[config.mk]
export PLATFORM = sky130hd
export DESIGN_NAME = decode_stage
export DESIGN_NICKNAME = d
export VERILOG_FILES = /design/src/rtl/decode_stage.sv
export SDC_FILE = /design/constraint.sdc
export NUM_CORES = 1
export LEC_CHECK = 0
export ABC_AREA = 1
export CAP_MARGIN = 15
export CORE_MARGIN = 2
export CORE_UTILIZATION = 45
export DETAILED_ROUTE_END_ITERATION = 16
export HOLD_SLACK_MARGIN = 0.15
export PLACE_DENSITY = 0.7
export RECOVER_POWER = 50
export SLEW_MARGIN = 0
export SYNTH_ARGS = -nofsm -noshare
export SYNTH_HDL_FRONTEND = slang
export SYNTH_SLANG_ARGS = --single-unit
[constraint.sdc]
create_clock -name clk -period 5.3 [get_ports clk]
set_clock_uncertainty 0.1 [all_clocks]
set_input_delay 1.06 -clock clk [delete_from_list [all_inputs] [get_ports clk]]
set_output_delay 1.06 -clock clk [all_outputs]
set_load 0.005 [all_outputs]
[src/rtl/decode_stage.sv]
// decode_stage: 16-bit instruction decoder feeding the register file and ALU.
//   The decoded output is registered, with a valid/ready handshake and a
//   2-entry (main + skid) buffer so the stage runs at full throughput under backpressure.
// Ports:
//   clk, reset (async, active-high), flush (sync, discards everything held and incoming)
//   in_valid/in_ready/instr   upstream handshake and instruction word
//   out_valid/out_ready       downstream handshake
//   alu_op, rd, rs, imm, use_imm, wr_en, illegal   decoded fields
module decode_stage #(
  parameter int DATA_W     = 16,
  parameter int REG_ADDR_W = 5
) (
  input  logic                  clk,
  input  logic                  reset,
  input  logic                  flush,
  input  logic                  in_valid,
  output logic                  in_ready,
  input  logic [15:0]           instr,
  output logic                  out_valid,
  input  logic                  out_ready,
  output logic [7:0]            alu_op,
  output logic [REG_ADDR_W-1:0] rd,
  output logic [REG_ADDR_W-1:0] rs,
  output logic [DATA_W-1:0]     imm,
  output logic                  use_imm,
  output logic                  wr_en,
  output logic                  illegal
);
  localparam int PW = 8 + 2 * REG_ADDR_W + DATA_W + 3;
  logic [3:0]        w_hi;
  logic [3:0]        w_ext;
  logic [7:0]        w_op;
  logic [DATA_W-1:0] w_imm;
  logic              w_use_imm;
  logic              w_wr_en;
  logic              w_illegal;
  logic              w_accept;
  logic [PW-1:0]     w_dec;
  logic [PW-1:0]     r_main;
  logic [PW-1:0]     r_skid;
  logic              r_mvalid;
  logic              r_svalid;
  assign w_hi  = instr[15:12];
  assign w_ext = instr[7:4];
  always_comb begin
    w_op      = '0;
    w_imm     = '0;
    w_use_imm = 1'b0;
    w_wr_en   = 1'b0;
    w_illegal = 1'b0;
    case (w_hi)
      4'h0:
        if (w_ext inside {4'h1, 4'h2, 4'h3, 4'h5, 4'h9, 4'hB, 4'hD, 4'hE}) begin
          w_op    = {4'h0, w_ext};
          w_wr_en = w_ext != 4'hB;
        end else
          w_illegal = 1'b1;
      4'h8:
        if (w_ext == 4'h4 || w_ext == 4'h6) begin
          w_op    = {4'h8, w_ext};
          w_wr_en = 1'b1;
        end else if (w_ext[3:1] == 3'b000) begin
          // LSHI: instr[4] is both the low ext bit and the sign of the 5-bit shift amount
          w_op      = 8'h84;
          w_imm     = DATA_W'($signed(instr[4:0]));
          w_use_imm = 1'b1;
          w_wr_en   = 1'b1;
        end else
          w_illegal = 1'b1;
      4'h1, 4'h2, 4'h3, 4'hD: begin
        w_op      = {4'h0, w_hi};
        w_imm     = DATA_W'(instr[7:0]);
        w_use_imm = 1'b1;
        w_wr_en   = 1'b1;
      end
      4'h5, 4'h9, 4'hB, 4'hE: begin
        w_op      = {4'h0, w_hi};
        w_imm     = DATA_W'($signed(instr[7:0]));
        w_use_imm = 1'b1;
        w_wr_en   = w_hi != 4'hB;
      end
      4'hF: begin
        w_op      = 8'h0D;
        w_imm     = DATA_W'({instr[7:0], 8'h00});
        w_use_imm = 1'b1;
        w_wr_en   = 1'b1;
      end
      default: w_illegal = 1'b1;
    endcase
  end
  assign w_dec    = {w_illegal, w_wr_en, w_use_imm, w_imm,
                     REG_ADDR_W'(instr[3:0]), REG_ADDR_W'(instr[11:8]), w_op};
  assign in_ready = ~r_svalid;
  assign w_accept = in_valid & in_ready & ~flush;
  // The skid entry only fills while main is stalled; since in_ready is low
  // whenever skid is full, skid drain and a new accept never collide.
  always_ff @(posedge clk or posedge reset) begin
    if (reset) begin
      r_main   <= '0;
      r_skid   <= '0;
      r_mvalid <= 1'b0;
      r_svalid <= 1'b0;
    end else if (flush) begin
      r_mvalid <= 1'b0;
      r_svalid <= 1'b0;
    end else if (!r_mvalid || out_ready) begin
      if (r_svalid) begin
        r_main   <= r_skid;
        r_mvalid <= 1'b1;
        r_svalid <= 1'b0;
      end else if (w_accept) begin
        r_main   <= w_dec;
        r_mvalid <= 1'b1;
      end else
        r_mvalid <= 1'b0;
    end else if (w_accept) begin
      r_skid   <= w_dec;
      r_svalid <= 1'b1;
    end
  end
  assign out_valid = r_mvalid;
  assign {illegal, wr_en, use_imm, imm, rs, rd, alu_op} = r_main;
endmodule

==> flow_summary.yaml, run 1 <==
power:
  powerDensity_nw_per_um2: 329
  ir_worst_vdd_uv: 108
  p_leak_nw: 2.17
synth:
  ys_ff_latch: 66
  synth_area_sq_um: 3410
  synth.largest_area_cell: "dfrtp_1"
  syn_avg_cell_area_sq_um: 7.61
  synth_top_cell_area_share_pct: 48.4
  yosys-top-cells-area: "dfrtp_1 (48%), nand2_1 (18%), nor2_1 (5.8%)"
  yosysSeqAreaShare_pct: 48.4
  syn_inst: 448
  ys_warn_count: 0
  synth_cell_types: 27
setup_path:
  cp_max_fo: 37
  worstPathRequired_ps: 5450
  startpoint: "flush"
  r2r-start: "r_svalid$_DFFE_PP0P_"
  crit_arrival_ps: 3390
  crit_path_start_kind: "primary input"
  crit_type: "in -> reg"
  critPathCaptureType: "register"
floorplanning:
  die_w_microns: 91.1
  boundaryPins: 60
  start_util_pct: 46.8
  core_area_sq_um: 7290
  rows: 31
  die_h_microns: 91.1
  die-area_sq_um: 8290
cts:
  clock_path_buffers: 2
  cts_tree: "built"
  h-tree-depth: 3
  cts_hold_buf: 0
  clk_pin_slew_worst_paths_ps: 70
  clock_latency_ps: 350
  clock-sinks: 66
  numCtsBuffers: 9
  cts_resized: 0
  cts_setup_buffers: 0
  root_buffer: "clkbuf_8"
routing:
  via_count: 2936
  drt_iter0_drc: 171
  firstDrtPassIters: 4
  vias_per_cell: 4.93
  drc: 0
  wire_per_inst_microns: 12.2
  routed_wl_mm: 7.30
  ant_nets: 0
cells_and_area:
  num-fill-cells: 736
  multi_input_area_sq_um: 1450
  ff_latch_area_sq_um: 1650
  fin_cells: 596
  layout-drive-gt1-share_pct: 7.65
  syn_to_final_growth_pct: 20.0
  nets: 513
  finish.utilization_pct: 56.1
  antenna_cells: 0
  stdcell_area_sq_um: 4090
sta:
  slew_viol_final: 67
  setup_viol: 0
  period_needed_ps: 3250
  tns_ps: 0
  tightestPinTransition_ps: 1580
  finalHoldViolCount: 0
  rsz0062_at_grt: "false"
  slew_headroom_pct: -5.27
  finalCritPeriodShare_pct: 61.2
  max_freq_mhz: 308
place:
  dpl.hpwl_mm: 4.92
  gp_congestion: 0.891
  dp_cells: 580
  dpl_cell_area_sq_um: 3900
  io_buffer_count: 54
grt:
  gr-total-overflow: 0
  antenna_found_initial: 0
  first_global_vias: 2902
  grt_max_degree: 67
  globalRouteTotalUtil_pct: 19.7
  grt_pass1_wl_mm: 13.3
outcome:
  violations: "max-capacitance violations, max-slew violations"
  run_status: "finished, violations left"
worst_hold_path:
  holdCritPathClass: "reg -> reg"
  hold_start: "r_main[11]$_DFFE_PP0P_"
job:
  maxCapViolCount: 1
cell usage after synthesis:
master / number
nand3_2: 3
o21ai_1: 4
clkbuf_8: 3
or2_2: 3
buf_6: 1
buf_4: 6
nand2_4: 1
nor2_2: 2
a21oi_2: 1
nand2_2: 1
conb_1: 1
a21oi_1: 15
o21ai_0: 35
inv_1: 26
bufbuf_16: 1
inv_2: 5
nor2_1: 53
buf_2: 5
nand3_1: 24
nor2_4: 3
buf_8: 1
nand4_1: 4
clkbuf_1: 10
nand2_1: 161
a31oi_1: 12
nor3_4: 1
dfrtp_1: 66
cells by family (layout without fill, tap and decap cells):
group                  Yosys count  count (layout)  synth area share [%]
and+or+nand+nor                256             256                  31.6
other                            1               5                 0.110
DFF                             66              66                  48.4
AOI/OAI and AO/OA               67              67                  10.4
buffers and inverters           58             103                  9.50
registers in the layout (all words and copies together) (netlist names):
register	cells
r_main	32
r_svalid	1
out_valid	1
r_skid	32
worst paths after layout:
kind,endpoint,slack [ps],cells past startpoint
worst max-delay path,r_skid[10]$_DFFE_PP0P_,2050,6
worst min-delay path,r_main[11]$_DFFE_PP0P_,380,2
worst max register to register,r_skid[10]$_DFFE_PP0P_,2990,3
worst min register to register,r_main[11]$_DFFE_PP0P_,380,2
max in group asynchronous,out_valid$_DFFE_PP0N_,2560,3
min in group asynchronous,r_main[0]$_DFFE_PP0P_,1610,3
critical path, stage by stage:
cell	delay, ps
dlygate4sd3_1	550
inv_1	60
nand3_1	160
nor3_4	760
inv_2	480
o21ai_0	300
report_power, final:
| part | total, W | switching, W | leakage, nW | internal (W) |
|---|---|---|---|---|
| clock network | 0.000419 | 0.000191 | 0.103 | 0.000229 |
| logic | 0.000274 | 0.000138 | 1.23 | 0.000136 |
| registers | 0.000653 | 0.0000505 | 0.836 | 0.000602 |
layout by cell type (no fill, tap or decap):
master	netlist	layout
nand2_4	1	1
nor2_2	2	2
o21ai_1	4	4
inv_2	5	5
nor2_1	53	53
a21oi_1	15	15
conb_1	1	5
nand2_1	161	160
nor2_4	3	3
clkbuf_2	0	1
dlygate4sd3_1	0	18
clkinv_2	0	3
a31oi_1	12	12
nand4_1	4	4
nand2_2	1	2
inv_1	26	25
clkinv_4	0	1
nor3_4	1	1
bufinv_16	0	1
clkbuf_1	10	1
clkinv_1	0	1
dfrtp_1	66	66
or2_2	3	3
a21oi_2	1	1
clkbuf_8	3	10
o21ai_0	35	35
nand3_2	3	3
clkdlybuf4s50_1	0	36
nand3_1	24	24
buf_4	6	1
through the flow:
step / total power, W / setup WS (ps) / hold slack, ps
after floorplan: 0.000818 / 2490 / 348
after global placement: 0.000937 / 1900 / 360
after detailed placement: 0.000948 / 1800 / 365
after CTS: 0.00137 / 2060 / 385
after global routing: 0.00144 / 1750 / 404
final: 0.00135 / 2050 / 375
layer usage:
metal	vias to the layer above	share of wire [%]	global-route usage, %
met1	1346	47	25.7
met5	-	0	0
met4	0	2.3	8.96
met3	13	5.4	5.48
li1	1499	-	-
met2	78	45	30.6
cell type report:
cell class / count / area share [%]
Clock buffer: 11 / 3.45
Inverter: 31 / 2.84
Multi-Input combinational cell: 328 / 35.5
Timing Repair Buffer: 56 / 13.5
Clock inverter: 5 / 1.31
Sequential cell: 66 / 40.4
Tap cell: 99 / 3.03
Note: power is estimated with default switching activity, not from simulation.
==> inputs of run 2 (changes only) <==
==> constraint.sdc (replaced) <==
create_clock -name clk -period 3.25 [get_ports clk]
set_clock_uncertainty 0.1 [all_clocks]
set_input_delay 0.65 -clock clk [delete_from_list [all_inputs] [get_ports clk]]
set_output_delay 0.65 -clock clk [all_outputs]
set_load 0.005 [all_outputs]
==> run 2 against run 1 <==
  * The run now ends clean
  * Critical path depth rose by 3
  * Hold slack got worse by 1.7 ps
  * First-iteration DRC count fell by 30%
  * Sequential power up 62%
  * Die area did not move
  * Global-route usage rose by 0.054 points
  * Critical endpoint is now r_main[33]$_DFFE_PP0P_
==> flow_summary.yaml, run 2 (synthesis gave the netlist of run 1 again) <==
worst_hold_path:
  hold_start: "r_main[36]$_DFFE_PP0P_"
  holdCritPathClass: "reg -> reg"
  min_path_cells: 2
  hold_end: "r_main[36]$_DFFE_PP0P_"
routing:
  via_count: 3002
  drc: 0
  wire_per_inst_microns: 12.6
  drt_iter0_drc: 120
  vias_per_cell: 5.02
  firstDrtPassIters: 4
  routed_wl_mm: 7.52
  ant_nets: 0
floorplanning:
  die_w_microns: 91.1
  core_area_sq_um: 7290
  boundaryPins: 60
  die_h_microns: 91.1
  start_util_pct: 46.8
  rows: 31
  die-area_sq_um: 8290
place:
  dpl.hpwl_mm: 5.07
  gp_congestion: 0.855
  dp_cells: 582
  io_buffer_count: 54
cells_and_area:
  finish.utilization_pct: 57.0
  final_common_cell: "nand2_1"
  fin_cells: 598
  reg_top3: "r_main x32, r_skid x32"
  syn_to_final_growth_pct: 21.8
  layout-drive-gt1-share_pct: 7.62
  most-common-layout-cells: "nand2_1 (161), dfrtp_1 (66), nor2_1 (53)"
  nets: 515
  antenna_cells: 0
setup_path:
  crit_arrival_ps: 2510
  critPathCaptureType: "register"
  regToRegEndpoint: "r_main[7]$_DFFE_PP0P_"
  crit_type: "in -> reg"
  crit_path_start_kind: "primary input"
  r2r-start: "r_svalid$_DFFE_PP0P_"
  r2r_cells: 7
  worstPathRequired_ps: 3390
  reg2reg_slack_ps: 1370
  cp_max_fo: 14
job:
  maxCapViolCount: 0
grt:
  grt.met1_usage_pct: 26.6
  gr-total-overflow: 0
  grt_pass1_wl_mm: 13.2
  first_global_vias: 2859
  globalRouteTotalUtil_pct: 19.8
  busiest_layer: "met2"
  use_met3_pct: 5.15
  gr-usage-met2_pct: 29.7
  antenna_found_initial: 0
  grt_max_degree: 59
sta:
  finalHoldViolCount: 0
  tightestPinTransition_ps: 1110
  finalCritPeriodShare_pct: 72.8
  setup_viol: 0
  max_freq_mhz: 423
  period_needed_ps: 2360
  tns_ps: 0
  slew_headroom_pct: 26.1
  slew_viol_final: 0
  rsz0062_at_grt: "false"
power:
  powerDensity_nw_per_um2: 551
  ir_worst_vdd_uv: 216
  p_leak_nw: 2.18
cts:
  cts_setup_buffers: 0
  cts_tree: "built"
  clk_pin_slew_worst_paths_ps: 70
  h-tree-depth: 3
  clock_latency_ps: 350
  cts_resized: 0
  numCtsBuffers: 9
  cts_hold_buf: 0
  root_buffer: "clkbuf_8"
  clock_path_buffers: 2
  clock-sinks: 66
outcome:
  run_status: "completed"
## run 2: changes by cell type in the layout (fill, tap and decap cells not counted), sizes merged
| cell | delta |
|---|---|
| clkinvlp | +1 |
| inv | +2 |
| buf | +3 |
| bufinv | +1 |
| clkinv | -3 |
| clkbuf | -2 |
| dlygate4sd3 | -8 |
| clkdlybuf4s50 | +8 |
## run 2: through the flow
stage / hold slack [ps] / setup slack, ps / area [sq um] / total power (W)
after floorplan: 348 / 845 / 3430 / 0.00133
after global placement: 362 / 569 / 3940 / 0.00153
after detailed placement: 364 / 528 / 3940 / 0.00155
after CTS: 383 / 912 / 4160 / 0.00232
after global routing: 404 / 656 / 4160 / 0.00244
final: 374 / 885 / 4160 / 0.00229
## run 2: how the worst max path moves through the flow
stage	from	end	slack, ps	cells past startpoint
finish	instr[15]	r_main[33]$_DFFE_PP0P_	890	9
global route	instr[15]	r_main[30]$_DFFE_PP0P_	660	9
CTS	instr[13]	r_main[28]$_DFFE_PP0P_	910	9
detailed placement	instr[13]	r_main[28]$_DFFE_PP0P_	530	9
global placement	instr[13]	r_main[29]$_DFFE_PP0P_	570	9
floorplan	reset	out_valid$_DFFE_PP0N_	850	1
## run 2: final cells by class
type                    count  area (sq um)
inverters                  31           116
clock buffers              10           128
flip-flops and latches     66          1650
multi-input cells         328          1450
clock inverters             6          90.1
repair buffers             58           596
fillers                   717          3140
well taps                  99           124
## run 2: metal layers
metal  wire, microns  vias to the layer above  part of all wire [%]
li1                -                     1504                     -
met2            3410                       86                    45
met3             384                       17                   5.1
met5               0                        -                     0
met4             176                        0                   2.3
met1            3550                     1395                    47
## run 2: report_power, final
| part | internal [W] | switching, W | leakage (nW) |
|---|---|---|---|
| combinational | 0.000231 | 0.000228 | 1.24 |
| clock | 0.000435 | 0.000333 | 0.107 |
| sequential | 0.000981 | 0.0000797 | 0.836 |
| total | 0.00165 | 0.000641 | 2.18 |
## run 2: worst max-delay path, stage by stage
cell             delay [ps]
clkdlybuf4s50_1         510
nand2_1                 190
nor2_1                   80
nor2_1                  130
nand2_1                 110
a21oi_2                 540
nand3_1                 140
nand2_1                  90
nand2_1                  40
==> inputs of run 3 (changes only) <==
==> constraint.sdc (replaced) <==
create_clock -name clk -period 2.2 [get_ports clk]
set_clock_uncertainty 0.1 [all_clocks]
set_input_delay 0.44 -clock clk [delete_from_list [all_inputs] [get_ports clk]]
set_output_delay 0.44 -clock clk [all_outputs]
set_load 0.005 [all_outputs]
==> run 3 against run 2 <==
  * Die area unchanged
  * Utilization up 2.6 points
  * First-iteration DRC count up 41%
  * Via count up 1.3%
  * Highest routed layer unchanged
  * Power up 50%
  * Flip-flop and latch count unchanged
  * Worst setup slack worse by 770 ps
==> flow_summary.yaml, run 3 (synthesis gave the netlist of run 1 again) <==
cts:
  h-tree-depth: 3
  cts_setup_buffers: 0
  clk_pin_slew_worst_paths_ps: 80
  cts_resized: 0
  clock-sinks: 66
  cts_hold_buf: 0
  numCtsBuffers: 9
  cts_tree: "built"
  clock_latency_ps: 340
  root_buffer: "clkbuf_8"
  clock_path_buffers: 2
grt:
  globalRouteTotalUtil_pct: 19.9
  grt_max_degree: 67
  first_global_vias: 2846
  antenna_found_initial: 0
  grt_pass1_wl_mm: 13.4
  gr-total-overflow: 0
routing:
  drt_iter0_drc: 169
  firstDrtPassIters: 4
  vias_per_cell: 4.89
  ant_nets: 0
  drc: 0
  routed_wl_mm: 7.81
  via_count: 3041
  wire_per_inst_microns: 12.6
sta:
  finalCritPeriodShare_pct: 94.8
  rsz0062_at_grt: "false"
  slew_viol_final: 0
  tightestPinTransition_ps: 887
  slew_headroom_pct: 40.9
  finalHoldViolCount: 0
  tns_ps: 0
  timing.final.ws_setup_ps: 114
  period_needed_ps: 2090
  max_freq_mhz: 479
  setup_viol: 0
place:
  dp_slack_ps: -97.5
  dpl_cell_area_sq_um: 4130
  dpl.hpwl_mm: 5.49
  gp_congestion: 0.804
  io_buffer_count: 54
cells_and_area:
  reg_top3: "r_main x32, r_skid x32"
  layout-drive-gt1-share_pct: 12.2
  final_common_cell: "nand2_1"
  stdcell_area_sq_um: 4350
  nets: 539
  syn_to_final_growth_pct: 27.4
  num-fill-cells: 692
  antenna_cells: 0
  most-common-layout-cells: "nand2_1 (161), dfrtp_1 (66), nor2_1 (53)"
power:
  swShare_pct: 27.6
  pwr-share-seq_pct: 45.9
  p_total_w: 0.00342
  p_switching_w: 0.000944
  powerDensity_nw_per_um2: 788
  p_int_w: 0.00248
  comb_power_share_pct: 20.5
  p_clk_share_pct: 33.6
  ir_worst_vdd_uv: 334
  p_leak_nw: 2.31
setup_path:
  crit_path_start_kind: "register"
  crit_type: "reg -> out"
  crit_arrival_ps: 1550
  cp_max_fo: 8
  critPathCaptureType: "output port"
  worstPathRequired_ps: 1660
floorplanning:
  rows: 31
  boundaryPins: 60
  die_w_microns: 91.1
  start_util_pct: 46.8
  core_area_sq_um: 7290
  die_h_microns: 91.1
  die-area_sq_um: 8290
outcome:
  run_status: "completed"
worst_hold_path:
  holdCritPathClass: "reg -> reg"
job:
  maxCapViolCount: 0
==> run 3: changes by cell type in the layout (fill, tap and decap cells not counted) <==
cell             previous run  this run
clkbuf_4                    0         1
dlygate4sd3_1              10        17
buf_4                       2        25
clkbuf_8                    9        10
inv_6                       1         0
clkinv_4                    1         2
clkinv_1                    0         1
inv_1                      27        25
clkdlybuf4s50_1            44        37
clkbuf_1                    1         0
inv_2                       4         5
==> run 3: per-stage QoR <==
| step | cells | utilization [%] | hold WS, ps |
|---|---|---|---|
| finish | 622 | 59.6 | 375 |
| global route | 622 | 59.6 | 403 |
| CTS | 622 | 59.8 | 382 |
| detailed placement | 606 | 56.7 | 369 |
| global placement | 606 | 56.7 | 361 |
| floorplan | 452 | - | 348 |
==> run 3: power groups by stage <==
stage / clock network (W) / logic, W / registers, W
after floorplan: 0 / 0.000391 / 0.00158
after global placement: 0 / 0.000717 / 0.00158
after detailed placement: 0 / 0.000732 / 0.00159
after CTS: 0.00118 / 0.000738 / 0.00157
after global routing: 0.00124 / 0.000799 / 0.00160
final: 0.00115 / 0.000703 / 0.00157
==> run 3: worst paths after layout <==
path	start	slack, ps	depth (start not counted)	to
min in group asynchronous	reset	720	3	r_skid[16]$_DFFE_PP0P_
worst max register to register	r_svalid$_DFFE_PP0P_	480	5	r_main[2]$_DFFE_PP0P_
worst min-delay path	r_main[21]$_DFFE_PP0P_	370	2	r_main[21]$_DFFE_PP0P_
worst min register to register	r_main[21]$_DFFE_PP0P_	370	2	r_main[21]$_DFFE_PP0P_
max in group asynchronous	reset	700	3	r_main[34]$_DFFE_PP0P_
worst max-delay path	r_svalid$_DFFE_PP0P_	110	2	in_ready
==> run 3: routing by layer <==
layer | up-vias | track usage [%] | part of all wire, %
li1 | 1548 | - | -
met1 | 1431 | 27.9 | 47
met2 | 56 | 30.8 | 48
met3 | 6 | 4.81 | 3.9
met4 | 0 | 5.93 | 0.96
met5 | - | 0 | 0
==> run 3: area by class of cell <==
class / instances / area, sq um / area share [%]
clock buffer: 10 / 138 / 3.17
sequential: 66 / 1650 / 38.0
timing repair buffer: 82 / 776 / 17.9
inverter: 31 / 116 / 2.68
tap: 99 / 124 / 2.85
multi-input combinational: 328 / 1450 / 33.4
clock inverter: 6 / 90.1 / 2.07
==> run 3: critical path, cell delays in order, from the launching register on <==
cell,delay (ps)
dfrtp_1,520
inv_2,170
clkdlybuf4s50_1,510
